--- src/rtl/jtcop_obj_pkg.sv ---
// Shared definitions for the DECO-era sprite line drawer.
//   - engine state encoding
//   - fixed field widths of a sprite draw command
//   - bit positions of the four pixel planes inside a 32-bit tile row half,
//     for normal and horizontally flipped pixel order
//   - obj_pixel(): extracts the current pixel from a tile row half
package jtcop_obj_pkg;

    typedef enum logic [1:0] {
        ST_IDLE  = 2'd0,
        ST_FETCH = 2'd1,
        ST_DRAW  = 2'd2
    } obj_state_e;

    // Command field widths that do not depend on the top parameters
    localparam int XPOS_W = 9;
    localparam int VSUB_W = 4;
    localparam int NT_W   = 3;
    localparam int MLOG_W = 2;
    localparam int ROW_W  = 32;

    // Plane bit positions, pixel bit 3 first. Normal order draws from the
    // top of each byte and shifts left; flipped order draws from the bottom
    // of each byte and shifts right.
    localparam int NF_B3 = 15;
    localparam int NF_B2 = 31;
    localparam int NF_B1 = 7;
    localparam int NF_B0 = 23;
    localparam int HF_B3 = 8;
    localparam int HF_B2 = 24;
    localparam int HF_B1 = 0;
    localparam int HF_B0 = 16;

    function automatic logic [3:0] obj_pixel(input logic [ROW_W-1:0] d,
                                             input logic              hflip);
        if (hflip) begin
            return {d[HF_B3], d[HF_B2], d[HF_B1], d[HF_B0]};
        end
        return {d[NF_B3], d[NF_B2], d[NF_B1], d[NF_B0]};
    endfunction

endpackage

--- src/rtl/jtcop_obj_cmdfifo.sv ---
// Synchronous command FIFO for the sprite line drawer.
// Ports:
//   clk, rst      clock, synchronous active-high reset
//   flush_i       synchronous empty, has priority over push and pop
//   push_i/pop_i  write / read strobes (rdata_o is valid whenever !empty_o)
//   wdata_i       entry to store
//   rdata_o       oldest entry (first-word fall-through)
//   full_o        all 2**AW entries used
//   empty_o       no entry stored
// A push on a full FIFO is accepted only when a pop happens in the same
// cycle, so occupancy stays the same.
module jtcop_obj_cmdfifo #(
    parameter int AW = 2,
    parameter int DW = 8
)(
    input  logic          clk,
    input  logic          rst,
    input  logic          flush_i,
    input  logic          push_i,
    input  logic          pop_i,
    input  logic [DW-1:0] wdata_i,
    output logic [DW-1:0] rdata_o,
    output logic          full_o,
    output logic          empty_o
);
    localparam int DEPTH = 1 << AW;

    logic [DW-1:0] mem_q [DEPTH];
    logic [AW-1:0] wr_q, rd_q;
    logic [AW:0]   cnt_q;
    logic          do_push, do_pop;

    assign full_o  = (cnt_q == (AW+1)'(DEPTH));
    assign empty_o = (cnt_q == '0);
    assign rdata_o = mem_q[rd_q];
    assign do_pop  = pop_i && !empty_o;
    assign do_push = push_i && (!full_o || do_pop);

    always_ff @(posedge clk) begin
        if (rst || flush_i) begin
            wr_q  <= '0;
            rd_q  <= '0;
            cnt_q <= '0;
        end else begin
            if (do_push) wr_q <= wr_q + 1'b1;
            if (do_pop)  rd_q <= rd_q + 1'b1;
            case ({do_push, do_pop})
                2'b10:   cnt_q <= cnt_q + 1'b1;
                2'b01:   cnt_q <= cnt_q - 1'b1;
                default: cnt_q <= cnt_q;
            endcase
        end
    end

    // Storage needs no reset: an entry is only read after being written
    always_ff @(posedge clk) begin
        if (do_push && !rst && !flush_i) mem_q[wr_q] <= wdata_i;
    end

endmodule

--- src/rtl/jtcop_obj_tiledraw.sv ---
// Sprite line drawer: queues pre-parsed draw commands, fetches 4bpp tile row
// halves (8 pixels, 32 bits) from the object ROM and writes one pixel per
// cycle into an external line buffer.
// Ports:
//   clk, rst        clock, synchronous active-high reset
//   hs              line start: one-cycle flush of FIFO, engine and budget
//   flip            screen flip, mirrors line buffer addresses
//   cmd_*           draw command; cmd_valid/cmd_ready handshake below
//   rom_cs/addr     ROM request, address {code, half_sel, vsub, 1'b0}
//   rom_data/ok     ROM row half and its valid flag
//   buf_addr/data/we  registered line buffer write port, data = {pal, pixel}
//   busy            engine active or commands pending
//   overrun         tile budget for this line used up
// Handshake: a command is taken on every rising clock edge where cmd_valid
// and cmd_ready are both high and hs is low. cmd_ready is high whenever the
// FIFO has a free entry and does not depend on cmd_valid.
module jtcop_obj_tiledraw
    import jtcop_obj_pkg::*;
#(
    parameter int         CW       = 12,
    parameter int         PW       = 4,
    parameter int         FIFO_AW  = 2,
    parameter int         MAXTILES = 48,
    parameter logic [8:0] XMAX     = 9'd256,
    parameter logic [8:0] FLIPOFS  = 9'h100,
    parameter logic [3:0] ALPHA    = 4'd0
)(
    input  logic              clk,
    input  logic              rst,
    input  logic              hs,
    input  logic              flip,
    input  logic              cmd_valid,
    output logic              cmd_ready,
    input  logic [CW-1:0]     cmd_code,
    input  logic [8:0]        cmd_xpos,
    input  logic [3:0]        cmd_vsub,
    input  logic              cmd_hflip,
    input  logic              cmd_vflip,
    input  logic [PW-1:0]     cmd_pal,
    input  logic [2:0]        cmd_ntiles,
    input  logic [1:0]        cmd_mlog,
    output logic              rom_cs,
    output logic [CW+5:0]     rom_addr,
    input  logic [31:0]       rom_data,
    input  logic              rom_ok,
    output logic [8:0]        buf_addr,
    output logic [PW+3:0]     buf_data,
    output logic              buf_we,
    output logic              busy,
    output logic              overrun
);
    localparam int CMD_W  = CW + XPOS_W + VSUB_W + 2 + PW + NT_W + MLOG_W;
    localparam int TILE_W = $clog2(MAXTILES + 1);
    localparam logic [TILE_W-1:0] TILE_MAX = TILE_W'(MAXTILES);

    // Command FIFO
    logic [CMD_W-1:0]  fifo_wdata, fifo_rdata;
    logic              fifo_full, fifo_empty, fifo_push, fifo_pop;
    logic [CW-1:0]     f_code;
    logic [XPOS_W-1:0] f_xpos;
    logic [VSUB_W-1:0] f_vsub;
    logic              f_hflip, f_vflip;
    logic [PW-1:0]     f_pal;
    logic [NT_W-1:0]   f_ntiles;
    logic [MLOG_W-1:0] f_mlog;

    assign fifo_wdata = {cmd_code, cmd_xpos, cmd_vsub, cmd_hflip, cmd_vflip,
                         cmd_pal, cmd_ntiles, cmd_mlog};
    assign {f_code, f_xpos, f_vsub, f_hflip, f_vflip,
            f_pal, f_ntiles, f_mlog} = fifo_rdata;
    assign cmd_ready  = !fifo_full;
    assign fifo_push  = cmd_valid && cmd_ready;

    jtcop_obj_cmdfifo #(.AW(FIFO_AW), .DW(CMD_W)) u_fifo (
        .clk     (clk),
        .rst     (rst),
        .flush_i (hs),
        .push_i  (fifo_push),
        .pop_i   (fifo_pop),
        .wdata_i (fifo_wdata),
        .rdata_o (fifo_rdata),
        .full_o  (fifo_full),
        .empty_o (fifo_empty)
    );

    // Engine registers
    obj_state_e        state_q, state_d;
    logic [CW+5:0]     rom_addr_q, rom_addr_d;
    logic              rom_cs_q, rom_cs_d;
    logic              settle_q, settle_d;
    logic              half_q, half_d;
    logic              hflip_q, hflip_d;
    logic [PW-1:0]     pal_q, pal_d;
    logic [NT_W-1:0]   ntiles_q, ntiles_d;
    logic [MLOG_W-1:0] mlog_q, mlog_d;
    logic [ROW_W-1:0]  data_q, data_d;
    logic [2:0]        cnt_q, cnt_d;
    logic [8:0]        x_q, x_d;
    logic [TILE_W-1:0] tiles_q, tiles_d;
    logic              overrun_q, overrun_d;
    logic              buf_we_q, buf_we_d;
    logic [8:0]        buf_addr_q, buf_addr_d;
    logic [PW+3:0]     buf_data_q, buf_data_d;

    logic [3:0]        pix;
    logic [TILE_W-1:0] tiles_inc;

    assign pix       = obj_pixel(data_q, hflip_q);
    assign tiles_inc = tiles_q + 1'b1;

    always_comb begin
        state_d    = state_q;
        rom_addr_d = rom_addr_q;
        rom_cs_d   = rom_cs_q;
        settle_d   = settle_q;
        half_d     = half_q;
        hflip_d    = hflip_q;
        pal_d      = pal_q;
        ntiles_d   = ntiles_q;
        mlog_d     = mlog_q;
        data_d     = data_q;
        cnt_d      = cnt_q;
        x_d        = x_q;
        tiles_d    = tiles_q;
        overrun_d  = overrun_q;
        buf_we_d   = 1'b0;
        buf_addr_d = buf_addr_q;
        buf_data_d = buf_data_q;
        fifo_pop   = 1'b0;

        case (state_q)
            ST_IDLE: begin
                if (!fifo_empty) begin
                    fifo_pop = 1'b1;
                    // Past the budget the command is popped and dropped
                    if (!overrun_q) begin
                        hflip_d    = f_hflip;
                        pal_d      = f_pal;
                        ntiles_d   = f_ntiles;
                        mlog_d     = f_mlog;
                        x_d        = f_xpos;
                        half_d     = 1'b0;
                        settle_d   = 1'b0;
                        rom_cs_d   = 1'b1;
                        rom_addr_d = {f_code, ~f_hflip,
                                      f_vsub ^ {VSUB_W{f_vflip}}, 1'b0};
                        state_d    = ST_FETCH;
                    end
                end
            end
            ST_FETCH: begin
                // rom_ok must be seen on two consecutive cycles so that a
                // stale ok from the previous address is never taken
                settle_d = rom_ok;
                if (settle_q && rom_ok) begin
                    data_d   = rom_data;
                    rom_cs_d = 1'b0;
                    cnt_d    = 3'd7;
                    state_d  = ST_DRAW;
                end
            end
            ST_DRAW: begin
                buf_data_d = {pal_q, pix};
                buf_addr_d = flip ? FLIPOFS - x_q : x_q;
                buf_we_d   = (pix != ALPHA) && (x_q < XMAX);
                x_d        = x_q + 9'd1;
                data_d     = hflip_q ? data_q >> 1 : data_q << 1;
                cnt_d      = cnt_q - 3'd1;
                if (cnt_q == 3'd0) begin
                    if (!half_q) begin
                        rom_addr_d[5] = ~rom_addr_q[5];
                        half_d        = 1'b1;
                        rom_cs_d      = 1'b1;
                        settle_d      = 1'b0;
                        state_d       = ST_FETCH;
                    end else begin
                        tiles_d = tiles_inc;
                        if (tiles_inc == TILE_MAX) begin
                            overrun_d = 1'b1;
                            state_d   = ST_IDLE;
                        end else if (ntiles_q == '0) begin
                            state_d = ST_IDLE;
                        end else begin
                            rom_addr_d[CW+5:6] = rom_addr_q[CW+5:6] + (CW'(1) << mlog_q);
                            rom_addr_d[5]      = ~hflip_q;
                            ntiles_d           = ntiles_q - 1'b1;
                            half_d             = 1'b0;
                            rom_cs_d           = 1'b1;
                            settle_d           = 1'b0;
                            state_d            = ST_FETCH;
                        end
                    end
                end
            end
            default: state_d = ST_IDLE;
        endcase
    end

    // hs acts as a reset for everything in the engine
    always_ff @(posedge clk) begin
        if (rst || hs) begin
            state_q    <= ST_IDLE;
            rom_addr_q <= '0;
            rom_cs_q   <= 1'b0;
            settle_q   <= 1'b0;
            half_q     <= 1'b0;
            hflip_q    <= 1'b0;
            pal_q      <= '0;
            ntiles_q   <= '0;
            mlog_q     <= '0;
            data_q     <= '0;
            cnt_q      <= '0;
            x_q        <= '0;
            tiles_q    <= '0;
            overrun_q  <= 1'b0;
            buf_we_q   <= 1'b0;
            buf_addr_q <= '0;
            buf_data_q <= '0;
        end else begin
            state_q    <= state_d;
            rom_addr_q <= rom_addr_d;
            rom_cs_q   <= rom_cs_d;
            settle_q   <= settle_d;
            half_q     <= half_d;
            hflip_q    <= hflip_d;
            pal_q      <= pal_d;
            ntiles_q   <= ntiles_d;
            mlog_q     <= mlog_d;
            data_q     <= data_d;
            cnt_q      <= cnt_d;
            x_q        <= x_d;
            tiles_q    <= tiles_d;
            overrun_q  <= overrun_d;
            buf_we_q   <= buf_we_d;
            buf_addr_q <= buf_addr_d;
            buf_data_q <= buf_data_d;
        end
    end

    assign rom_cs   = rom_cs_q;
    assign rom_addr = rom_addr_q;
    assign buf_we   = buf_we_q;
    assign buf_addr = buf_addr_q;
    assign buf_data = buf_data_q;
    assign overrun  = overrun_q;
    assign busy     = (state_q != ST_IDLE) || !fifo_empty;

endmodule

--- config.mk ---
export PLATFORM = sky130hd
export DESIGN_NAME = jtcop_obj_tiledraw
export DESIGN_NICKNAME = d
export VERILOG_FILES = /design/src/rtl/jtcop_obj_pkg.sv /design/src/rtl/jtcop_obj_cmdfifo.sv /design/src/rtl/jtcop_obj_tiledraw.sv
export SDC_FILE = /design/constraint.sdc
export NUM_CORES = 1
export LEC_CHECK = 0
export ABC_AREA = 1
export BUFFER_PORTS_ARGS = -buffer_cell sky130_fd_sc_hd__buf_2
export CORE_UTILIZATION = 30
export DETAILED_ROUTE_END_ITERATION = 10
export MAX_ROUTING_LAYER = met4
export PLACE_DENSITY = 0.48
export SYNTH_ARGS = -nofsm -noshare
export SYNTH_HDL_FRONTEND = slang
export SYNTH_SLANG_ARGS = --single-unit
--- constraint.sdc ---
create_clock -name clk -period 3.35 [get_ports clk]
set_input_delay 0.1675 -clock clk [delete_from_list [all_inputs] [get_ports clk]]
set_output_delay 0.1675 -clock clk [all_outputs]
set_load 0.02 [all_outputs]
---- Word-level counts from Yosys, hierarchy flattened ----
Memories as Yosys holds them, arrays and structs flattened. A register that Yosys moved wholly into a read port is not among the register bits.
Cells that the tools add are included.
word-level totals
  bits in registers ....................... 108
  latch bits .............................. 0
  memory bits (writable) .................. 144
  bits in read-only memories .............. 0
  bits of input ports ..................... 74
  output and inout port bits .............. 40
  word-level logic and storage cells ...... 155
  memories ................................ 1
cells by class
  $add $sub $neg .......................... 10
  multipliers ............................. 0
  div/mod/pow operators ................... 0
  $lt $le $gt $ge ......................... 1
  eq/ne operators ......................... 15
  shift-type cells ........................ 1
  multiplexer cells ....................... 62
  bitwise logic cells ..................... 7
  reductions and logical operators ........ 36
memories
  name          words  width  rd ports  clocked after Yosys merged registers in  write ports  line                     source
  u_fifo.mem_q  4      36     1         1                                        1            jtcop_obj_cmdfifo.sv:28  logic [DW-1:0] mem_q [DEPTH];
operators by type and width
  operator                count
  $mux W32                2
  $pmux W32 S2            1
  $mux W13                3
  $mux W18                2
  $mux W9                 3
  $pmux W13 S2            1
  $mux W1                 24
  $mux W3                 7
  $pmux W3 S2             3
  $pmux W9 S2             1
  $mux W2                 8
  $ne A2 B2 Y1 const B    7
  $reduce_and A7 Y1       2
  $add A12 B12 Y12        1
  $mux W12                1
  $reduce_and A4 Y1       3
  $reduce_and A6 Y1       2
  $shl A1 B2 Y12 const A  1
  $add A9 B1 Y9 const B   1
  $logic_not A3 Y1        3
  $lt A9 B9 Y1 const B    1
  $reduce_and A3 Y1       3
  $sub A3 B1 Y3 const B   3
  $sub A9 B9 Y9 const A   1
  other kinds (23)        48

---- Longest topological paths before layout ----
Gate-level depths: netlist (run 1).
  word-level depth ........................ 10
  mapped depth ............................ 13
  depth with buffers taken out ............ 13

---- Hierarchy ----
From an unflattened synthesis (run 1), not the netlist that was laid out.
second synthesis, totals
  cells, all modules ...................... 1228
  area, all modules ....................... 11343.4 sq um
modules (own cells, without submodules)
  module              times used  cells an instance  area each (sq um)  seq. area each (sq um)
  jtcop_obj_cmdfifo   1           424                5891.9             4504.3
  jtcop_obj_tiledraw  1           804                5451.5             2021.9

---- Worst setup path before layout (run 1) ----
Ideal clock, no wire load.
  path kind ............................... input-to-reg
  from .................................... input port rst
  to ...................................... memory u_fifo.mem_q[0][0] (netlist bit), enable pin
  setup time .............................. 0.429 ns
  arrival time ............................ 2.394 ns
  data required time ...................... 2.921 ns
  path slack .............................. 0.527 ns
  stages on the path ...................... 4
  buffers on the path ..................... 1
  cell sequence ........................... nor2_1 clkbuf_1 nand3_1 nor2_1
on the way
  cells in the longest elaborated chain, start to end .. 5
ends and longest elaborated chain
  item                               line                      source
  from (decl)                        jtcop_obj_tiledraw.sv:29  input logic rst,
  $logic_not A1 Y1                   jtcop_obj_cmdfifo.sv:57   if (do_push && !rst && !flush_i) mem_q[wr_q] <= wdata_i;
  $logic_and A1 B1 Y1 (2 in series)  jtcop_obj_cmdfifo.sv:57
  $mux W1                            jtcop_obj_cmdfifo.sv:57
  $mux W1 (not written as such)      jtcop_obj_cmdfifo.sv:57
  to (decl)                          jtcop_obj_cmdfifo.sv:28
Every way passes these cells.

---- Final worst setup path (run 1) ----
  from .................................... register u_fifo.cnt_q[1]
  to ...................................... register u_fifo.cnt_q[2]
on the way
  cells in the longest elaborated chain, start to end .. 8
  elaborated cells between the ends (all ways) .. 16
  classes of those cells .................. 2 x add/sub; 3 x eq/ne; 3 x mux; 8 x reduce/logical
ends and longest elaborated chain
  item                                               line                       source
  from (decl)                                        jtcop_obj_cmdfifo.sv:30    logic [AW:0] cnt_q;
  from (signal assigned)                             jtcop_obj_cmdfifo.sv:48    2'b10: cnt_q <= cnt_q + 1'b1;
  from (signal assigned)                             jtcop_obj_cmdfifo.sv:49    2'b01: cnt_q <= cnt_q - 1'b1;
  from (signal assigned)                             jtcop_obj_cmdfifo.sv:50    default: cnt_q <= cnt_q;
  $logic_not A3 Y1 *                                 jtcop_obj_cmdfifo.sv:34    assign empty_o = (cnt_q == '0);
  $mux W1                                            jtcop_obj_tiledraw.sv:133  if (!fifo_empty) begin
  $mux W1                                            jtcop_obj_tiledraw.sv:131  case (state_q)
  $logic_and A1 B1 Y1 *                              jtcop_obj_cmdfifo.sv:36    assign do_pop = pop_i && !empty_o;
  named net u_fifo.do_pop                            jtcop_obj_cmdfifo.sv:31    logic do_push, do_pop;
  $logic_or A1 B1 Y1                                 jtcop_obj_cmdfifo.sv:37    assign do_push = push_i && (!full_o || do_pop);
  $logic_and A1 B1 Y1                                jtcop_obj_cmdfifo.sv:37
  $eq A2 B1 Y1 or $eq A2 B2 Y1 (tied branches)       jtcop_obj_cmdfifo.sv:47    case ({do_push, do_pop})
  $pmux W3 S2 or $reduce_bool A2 Y1 (tied branches)  -
Mark *: on every way through the listed nets, which the timed path passes. The rest lies on a longest branch.
A chain may end at the register's enable or synchronous reset.

==> flow_metrics.py, run 1 <==
metrics = {
    "status": {
        "status": "complete, no violations",
    },
    "floorplan": {
        "fp.dieArea_sq_um": 38600,
        "coreArea_sq_um": 36900,
        "initial_core_util": 0.307,
        "die_w_microns": 196,
        "ioPinCount": 114,
        "fp-row-count": 70,
        "die_h_microns": 196,
    },
    "setup_path": {
        "r2r_slack_ns": 1.22,
        "path_max_fanout": 5,
        "cpMostUsedCell": "inv_1",
        "cp-start-kind": "flip-flop",
        "slowest_stage": "fa_1",
        "cp.required_ns": 3.78,
        "r2r_start": "u_fifo.cnt_q[1]$_SDFFE_PP0P_",
        "max_stage_delay_ns": 0.38,
        "timing.rr.end": "u_fifo.cnt_q[2]$_SDFFE_PP0P_",
        "crit_arrival_ns": 2.57,
        "crit_path_end_kind": "flip-flop",
        "path_cells": "inv_1 > nand3_1 > inv_1 > nor2_1 > ha_1 > inv_1 > fa_1 > a21oi_1 > o21ai_0 > o21ai_0 > a21oi_1",
        "r2r.worst_path.cells": 11,
        "startpoint": "u_fifo.cnt_q[1]$_SDFFE_PP0P_",
        "critPathKind": "flip-flop to flip-flop",
    },
    "hold_path": {
        "holdPathStages": 3,
        "hp-class": "primary input to flip-flop",
        "min_to": "u_fifo.wr_q[1]$_SDFFE_PP0P_",
        "hold_start": "cmd_valid",
    },
    "placement": {
        "dp_slack_ns": 1.20,
        "numPortBuffers": 112,
        "place_congestion": 0.812,
        "hpwl_microns": 18400,
    },
    "flow_run": {
        "cap_violations": 0,
    },
    "cts": {
        "post_cts_resize_count": 0,
        "numCtsBuffers": 30,
        "htreeDepth": 1,
        "clk_latency_ns": 0.55,
        "clockBufferDepth": 3,
        "cts_hold_buf": 70,
        "clkSlewWorstSetupHoldPaths_ns": 0.06,
        "cts.sinks": 254,
        "cts_tree": "done",
        "root_buffer": "clkbuf_16",
        "cts_setup_buffers": 0,
    },
    "finish": {
        "drive_gt1_frac": 0.137,
        "area_growth_pct": 24.0,
        "final_nets": 1518,
    },
    "logic_synthesis": {
        "synthesis.nets": 1357,
        "synth_seq_cells": 254,
        "yosysWarningCount": 0,
        "synth_area_sq_um": 11300,
        "synthCells": 1264,
        "syn_avg_cell_area_sq_um": 8.97,
        "synthFlopType": "edfxtp_1",
        "async_flop_share": 0,
        "synth_edf_count": 144,
        "ys_seq_area_frac": 0.576,
        "synth_cell_types": 43,
    },
    "route": {
        "drc_errors": 0,
        "drt-pass1-iter-count": 5,
        "drt-initial-drc-count": 393,
        "avgViaCountPerCell": 4.62,
        "wl_per_cell_microns": 15.1,
        "vias": 9029,
        "wl_microns": 29500,
        "ant_nets": 0,
    },
    "sta": {
        "setup-tns-final_ns": 0,
        "rsz0062_at_grt": "false",
        "final-setup-viol-count": 0,
        "fmax_mhz": 468,
        "slew_violations": 0,
        "setup_ws_ns": 1.22,
        "timing.slew.headroom": 0.361,
        "tightest_slew_ns": 0.958,
        "fin_crit_ns": 2.13,
        "fin_crit_sh": 0.637,
        "hold_violations": 0,
        "finClkSkew_ns": 0.0124,
    },
    "global_route": {
        "grt_max_degree": 96,
        "antenna_found_initial": 1,
        "grt-ovfl-total": 0,
        "grt_pass1_vias": 8590,
        "grt_pass1_wl_microns": 46800,
        "grtUsageTotal": 0.157,
    },
    "power_and_ir_drop": {
        "cellLeakagePower_uw": 0.00546,
        "power_density_nw_per_um2": 541,
        "vdd_drop_max_mv": 0.384,
    },
}
==> per-layer routing <==
layer / vias to the layer above / part of all wire / global-route usage / wire (microns)
met5: - / 0 / - / 0
met4: 0 / 0.014 / 0.0353 / 425
met3: 30 / 0.037 / 0.0209 / 1100
met2: 153 / 0.45 / 0.246 / 13300
met1: 4206 / 0.50 / 0.215 / 14700
li1: 4640 / - / - / -
==> logic make-up (layout without fill, tap and decap cells) <==
group,after synthesis,in the layout,share of synthesized area
and+or+nand+nor,446,446,0.164
AOI/OAI and AO/OA,354,354,0.165
DFF,254,254,0.576
buffers and inverters,178,363,0.0628
adders and majority gates,19,19,0.0223
xor gates and xnor gates,12,12,0.00927
other,1,2,0.000331
==> sequential cells by signal, indices dropped and copies added (netlist names), named ones only <==
name,flops
buf_addr,9
buf_data,8
buf_we,1
cnt_q,3
data_q,32
half_q,1
hflip_q,1
mlog_q,2
ntiles_q,3
overrun,1
pal_q,4
rom_addr,17
rom_cs,1
settle_q,1
state_q,2
tiles_q,6
u_fifo.cnt_q,3
u_fifo.mem_q,144
u_fifo.rd_q,2
u_fifo.wr_q,2
x_q,9
==> cells in the mapped netlist (8+ instances only) <==
cell type,n,area (sq um)
a21oi_1,114,571
a31oi_1,10,62.6
buf_2,20,100
clkbuf_1,41,154
dfxtp_1,110,2200
edfxtp_1,144,4320
ha_1,17,213
inv_1,104,390
nand2_1,207,777
nand3_1,59,295
nand4_1,8,50.1
nor2_1,152,571
o21ai_0,187,936
o22ai_1,21,131
xor2_1,8,70.1
==> metrics by stage <==
stage	cell area [sq um]	utilization	std cells	total power, uW	hold WS, ns
after floorplan	11300	-	1264	4150	0.266
after global placement	12400	0.336	1827	4450	0.386
after detailed placement	12400	0.336	1827	4460	0.385
after CTS	14100	0.381	1953	7700	0.00934
after global routing	14100	0.381	1954	7970	0.0250
final	14100	0.381	1954	7600	0.0371
==> power by group <==
group	total (uW)	internal (uW)	leakage [uW]	switching (uW)
registers	3450	3380	0.00219	68.8
clock network	3150	1890	0.000470	1270
logic	998	343	0.00280	655
total	7600	5610	0.00546	1990
==> worst max path at each step <==
stage                                          to  slack [ns]
detailed placement  u_fifo.mem_q[3][24]$_DFFE_PP_        1.20
CTS                 u_fifo.mem_q[3][24]$_DFFE_PP_        1.20
global placement     u_fifo.cnt_q[2]$_SDFFE_PP0P_        1.23
finish               u_fifo.cnt_q[2]$_SDFFE_PP0P_        1.22
floorplan            u_fifo.mem_q[0][0]$_DFFE_PP_        0.53
global route         u_fifo.cnt_q[2]$_SDFFE_PP0P_        0.97
==> layout by cell type, fill, tap and decap left out, types with 15 or more instances in the layout <==
cell,Yosys,layout
a21oi_1,114,114
buf_2,20,112
buf_4,3,15
clkbuf_16,0,31
dfxtp_1,110,109
dlygate4sd3_1,0,70
edfxtp_1,144,144
ha_1,17,17
inv_1,104,104
nand2_1,207,207
nand3_1,59,59
nor2_1,152,147
o21ai_0,187,187
o22ai_1,21,21
==> area by class of cell <==
type                    count  area, sq um
inverters                 109          409
well taps                 504          631
fillers                  3754        22800
multi-input cells         832         4130
repair buffers            198         1390
clock buffers              42          837
flip-flops and latches    254         6530
clock inverters            14          123
diodes                      1         2.50
==> critical path, delay by kind of cell, from the launching register on <==
kind / cells / cell delay, ns
compound gates: 4 / 0.48
buf+inv: 3 / 0.22
flops: 1 / 0.33
fa+ha+maj: 2 / 0.57
simple gates: 2 / 0.41
Note: power is estimated with default switching activity, not from simulation.
==> inputs of run 2 (changes only) <==
--- a/config.mk
+++ b/config.mk
@@ -10,7 +10,7 @@
 export CORE_UTILIZATION = 30
 export DETAILED_ROUTE_END_ITERATION = 10
 export MAX_ROUTING_LAYER = met4
-export PLACE_DENSITY = 0.48
+export PLACE_DENSITY = 0.5
 export SYNTH_ARGS = -nofsm -noshare
 export SYNTH_HDL_FRONTEND = slang
 export SYNTH_SLANG_ARGS = --single-unit
==> constraint.sdc (replaced) <==
create_clock -name clk -period 1.83 [get_ports clk]
set_input_delay 0.0915 -clock clk [delete_from_list [all_inputs] [get_ports clk]]
set_output_delay 0.0915 -clock clk [all_outputs]
set_load 0.02 [all_outputs]
==> run 2 against run 1 <==
Hold slack gained 0.021 ns; via count increased by 2.7%; largest cell class unchanged; fmax rose by 19%.
==> flow_metrics.py, run 2 (same netlist as run 1, synthesis figures left out) <==
metrics = {
    "route": {
        "wl_per_cell_microns": 14.8,
        "vias": 9269,
        "avgViaCountPerCell": 4.64,
        "drt-pass1-iter-count": 4,
        "drc_errors": 0,
        "wl_microns": 29500,
        "drt-initial-drc-count": 602,
        "ant_nets": 0,
    },
    "cts": {
        "cts.sinks": 254,
        "clkSlewWorstSetupHoldPaths_ns": 0.06,
        "numCtsBuffers": 30,
        "htreeDepth": 1,
        "clk_latency_ns": 0.56,
        "clockBufferDepth": 3,
        "cts_tree": "done",
        "root_buffer": "clkbuf_16",
    },
    "power_and_ir_drop": {
        "p_total_uw": 14400,
        "cellLeakagePower_uw": 0.00577,
        "power_density_nw_per_um2": 978,
        "vdd_drop_max_mv": 0.763,
    },
    "setup_path": {
        "r2r_slack_ns": 0.03,
        "cp-start-kind": "flip-flop",
        "timing.rr.end": "rom_addr[16]$_SDFFE_PP0P_",
        "r2r.worst_path.cells": 11,
        "crit_path_end_kind": "flip-flop",
        "crit_arrival_ns": 2.24,
        "critPathKind": "flip-flop to flip-flop",
        "r2r_start": "mlog_q[1]$_SDFFE_PP0P_",
        "cp.required_ns": 2.27,
        "path_max_fanout": 7,
    },
    "finish": {
        "drive_gt1_frac": 0.187,
        "final_nets": 1564,
        "design_area_sq_um": 14700,
        "final_cell_mix": "nand2_1, o21ai_0, edfxtp_1, nor2_1, buf_2",
        "utilization": 0.400,
        "diodes": 0,
        "mostFrequentLayoutCell": "nand2_1",
        "area_growth_pct": 30.1,
        "regMostFlops": "u_fifo.mem_q",
        "fin_cells": 1999,
        "largest_reg_flops": 144,
    },
    "floorplan": {
        "fp.dieArea_sq_um": 38600,
        "initial_core_util": 0.307,
        "fp-row-count": 70,
        "die_h_microns": 196,
        "die_w_microns": 196,
        "coreArea_sq_um": 36900,
        "ioPinCount": 114,
    },
    "global_route": {
        "grt_pass1_wl_microns": 47200,
        "grt_max_degree": 84,
        "grtUsageTotal": 0.156,
        "grt-ovfl-total": 0,
        "grt_pass1_vias": 8864,
        "antenna_found_initial": 0,
    },
    "sta": {
        "fmax_mhz": 555,
        "fin_crit_sh": 0.984,
        "rsz0062_at_grt": "true",
        "setup-tns-final_ns": 0,
        "final-setup-viol-count": 0,
        "fin_crit_ns": 1.80,
        "hold_violations": 0,
        "slew_violations": 0,
        "finClkSkew_ns": 0.0248,
    },
    "flow_run": {
        "cap_violations": 0,
    },
    "hold_path": {
        "hp-class": "primary input to flip-flop",
        "holdPathStages": 5,
        "min_to": "buf_addr[7]$_SDFFE_PP0P_",
        "hold_start": "hs",
    },
    "placement": {
        "numPortBuffers": 112,
        "place_congestion": 0.826,
        "hpwl_microns": 19000,
        "post_dp_cell_area_sq_um": 12900,
        "dp_cells": 1869,
    },
    "status": {
        "status": "complete, no violations",
    },
}
[run 2: cell types whose count changed in the layout (fill, tap and decap cells not counted), sizes merged]
cell | before | now
buf | 128 | 173
clkinvlp | 2 | 0
clkbuf | 42 | 43
diode | 1 | 0
dlygate4sd3 | 70 | 71
bufinv | 2 | 3
[run 2: layer usage]
| metal | GRT usage | routed length (microns) |
|---|---|---|
| met1 | 0.205 | 14100 |
| met3 | 0.0246 | 1430 |
| met2 | 0.257 | 13600 |
| met5 | - | 0 |
| met4 | 0.0313 | 424 |
[run 2: through the flow]
stage	hold WS, ns	setup WS [ns]
floorplan	0.190	0.00520
global placement	0.307	-0.0767
detailed placement	0.307	-0.0893
CTS	0.0385	0.00963
global route	0.0775	-0.108
finish	0.0581	0.0286
[run 2: where the power goes]
part	switching, uW	internal (uW)
registers	124	6190
clock network	2370	3640
logic	1280	815
total	3780	10600
[run 2: final cells by class]
class                      count  area [sq um]
sequential                   254          6540
multi-input combinational    832          4250
inverter                     109           414
timing repair buffer         244          1910
fill                        3657         22100
clock buffer                  43           850
clock inverter                13           153
tap                          504           631
[run 2: timing repair]
action | 4_1_cts | 5_1_grt
setup buffers | 0 | 3
pin swaps | 2 | 11
hold endpoints to repair | 185 | 0
resized for setup | 7 | 29
hold buffers | 71 | 0
endpoints found under the setup margin | 5 | 19
[run 2: how the worst max path moves through the flow]
stage,start,to,slack [ns],cells after the start
after global placement,mlog_q[0]$_SDFFE_PP0P_,rom_addr[16]$_SDFFE_PP0P_,-0.08,11
final,mlog_q[1]$_SDFFE_PP0P_,rom_addr[16]$_SDFFE_PP0P_,0.03,11
after global routing,mlog_q[1]$_SDFFE_PP0P_,rom_addr[16]$_SDFFE_PP0P_,-0.11,11
after detailed placement,mlog_q[0]$_SDFFE_PP0P_,rom_addr[16]$_SDFFE_PP0P_,-0.09,11
after CTS,mlog_q[0]$_SDFFE_PP0P_,rom_addr[16]$_SDFFE_PP0P_,0.01,11
after floorplan,u_fifo.cnt_q[0]$_SDFFE_PP0P_,u_fifo.cnt_q[2]$_SDFFE_PP0P_,0.005,11
[run 2: critical path, stage by stage (launching register included)]
cell,delay (ns)
dfxtp_2,0.34
nor2_2,0.10
ha_2,0.18
inv_2,0.04
fa_2,0.33
nand3b_1,0.20
nand2_2,0.15
nand4_1,0.09
nand3_1,0.07
nand2_1,0.05
nor2_1,0.10
nor2_1,0.04
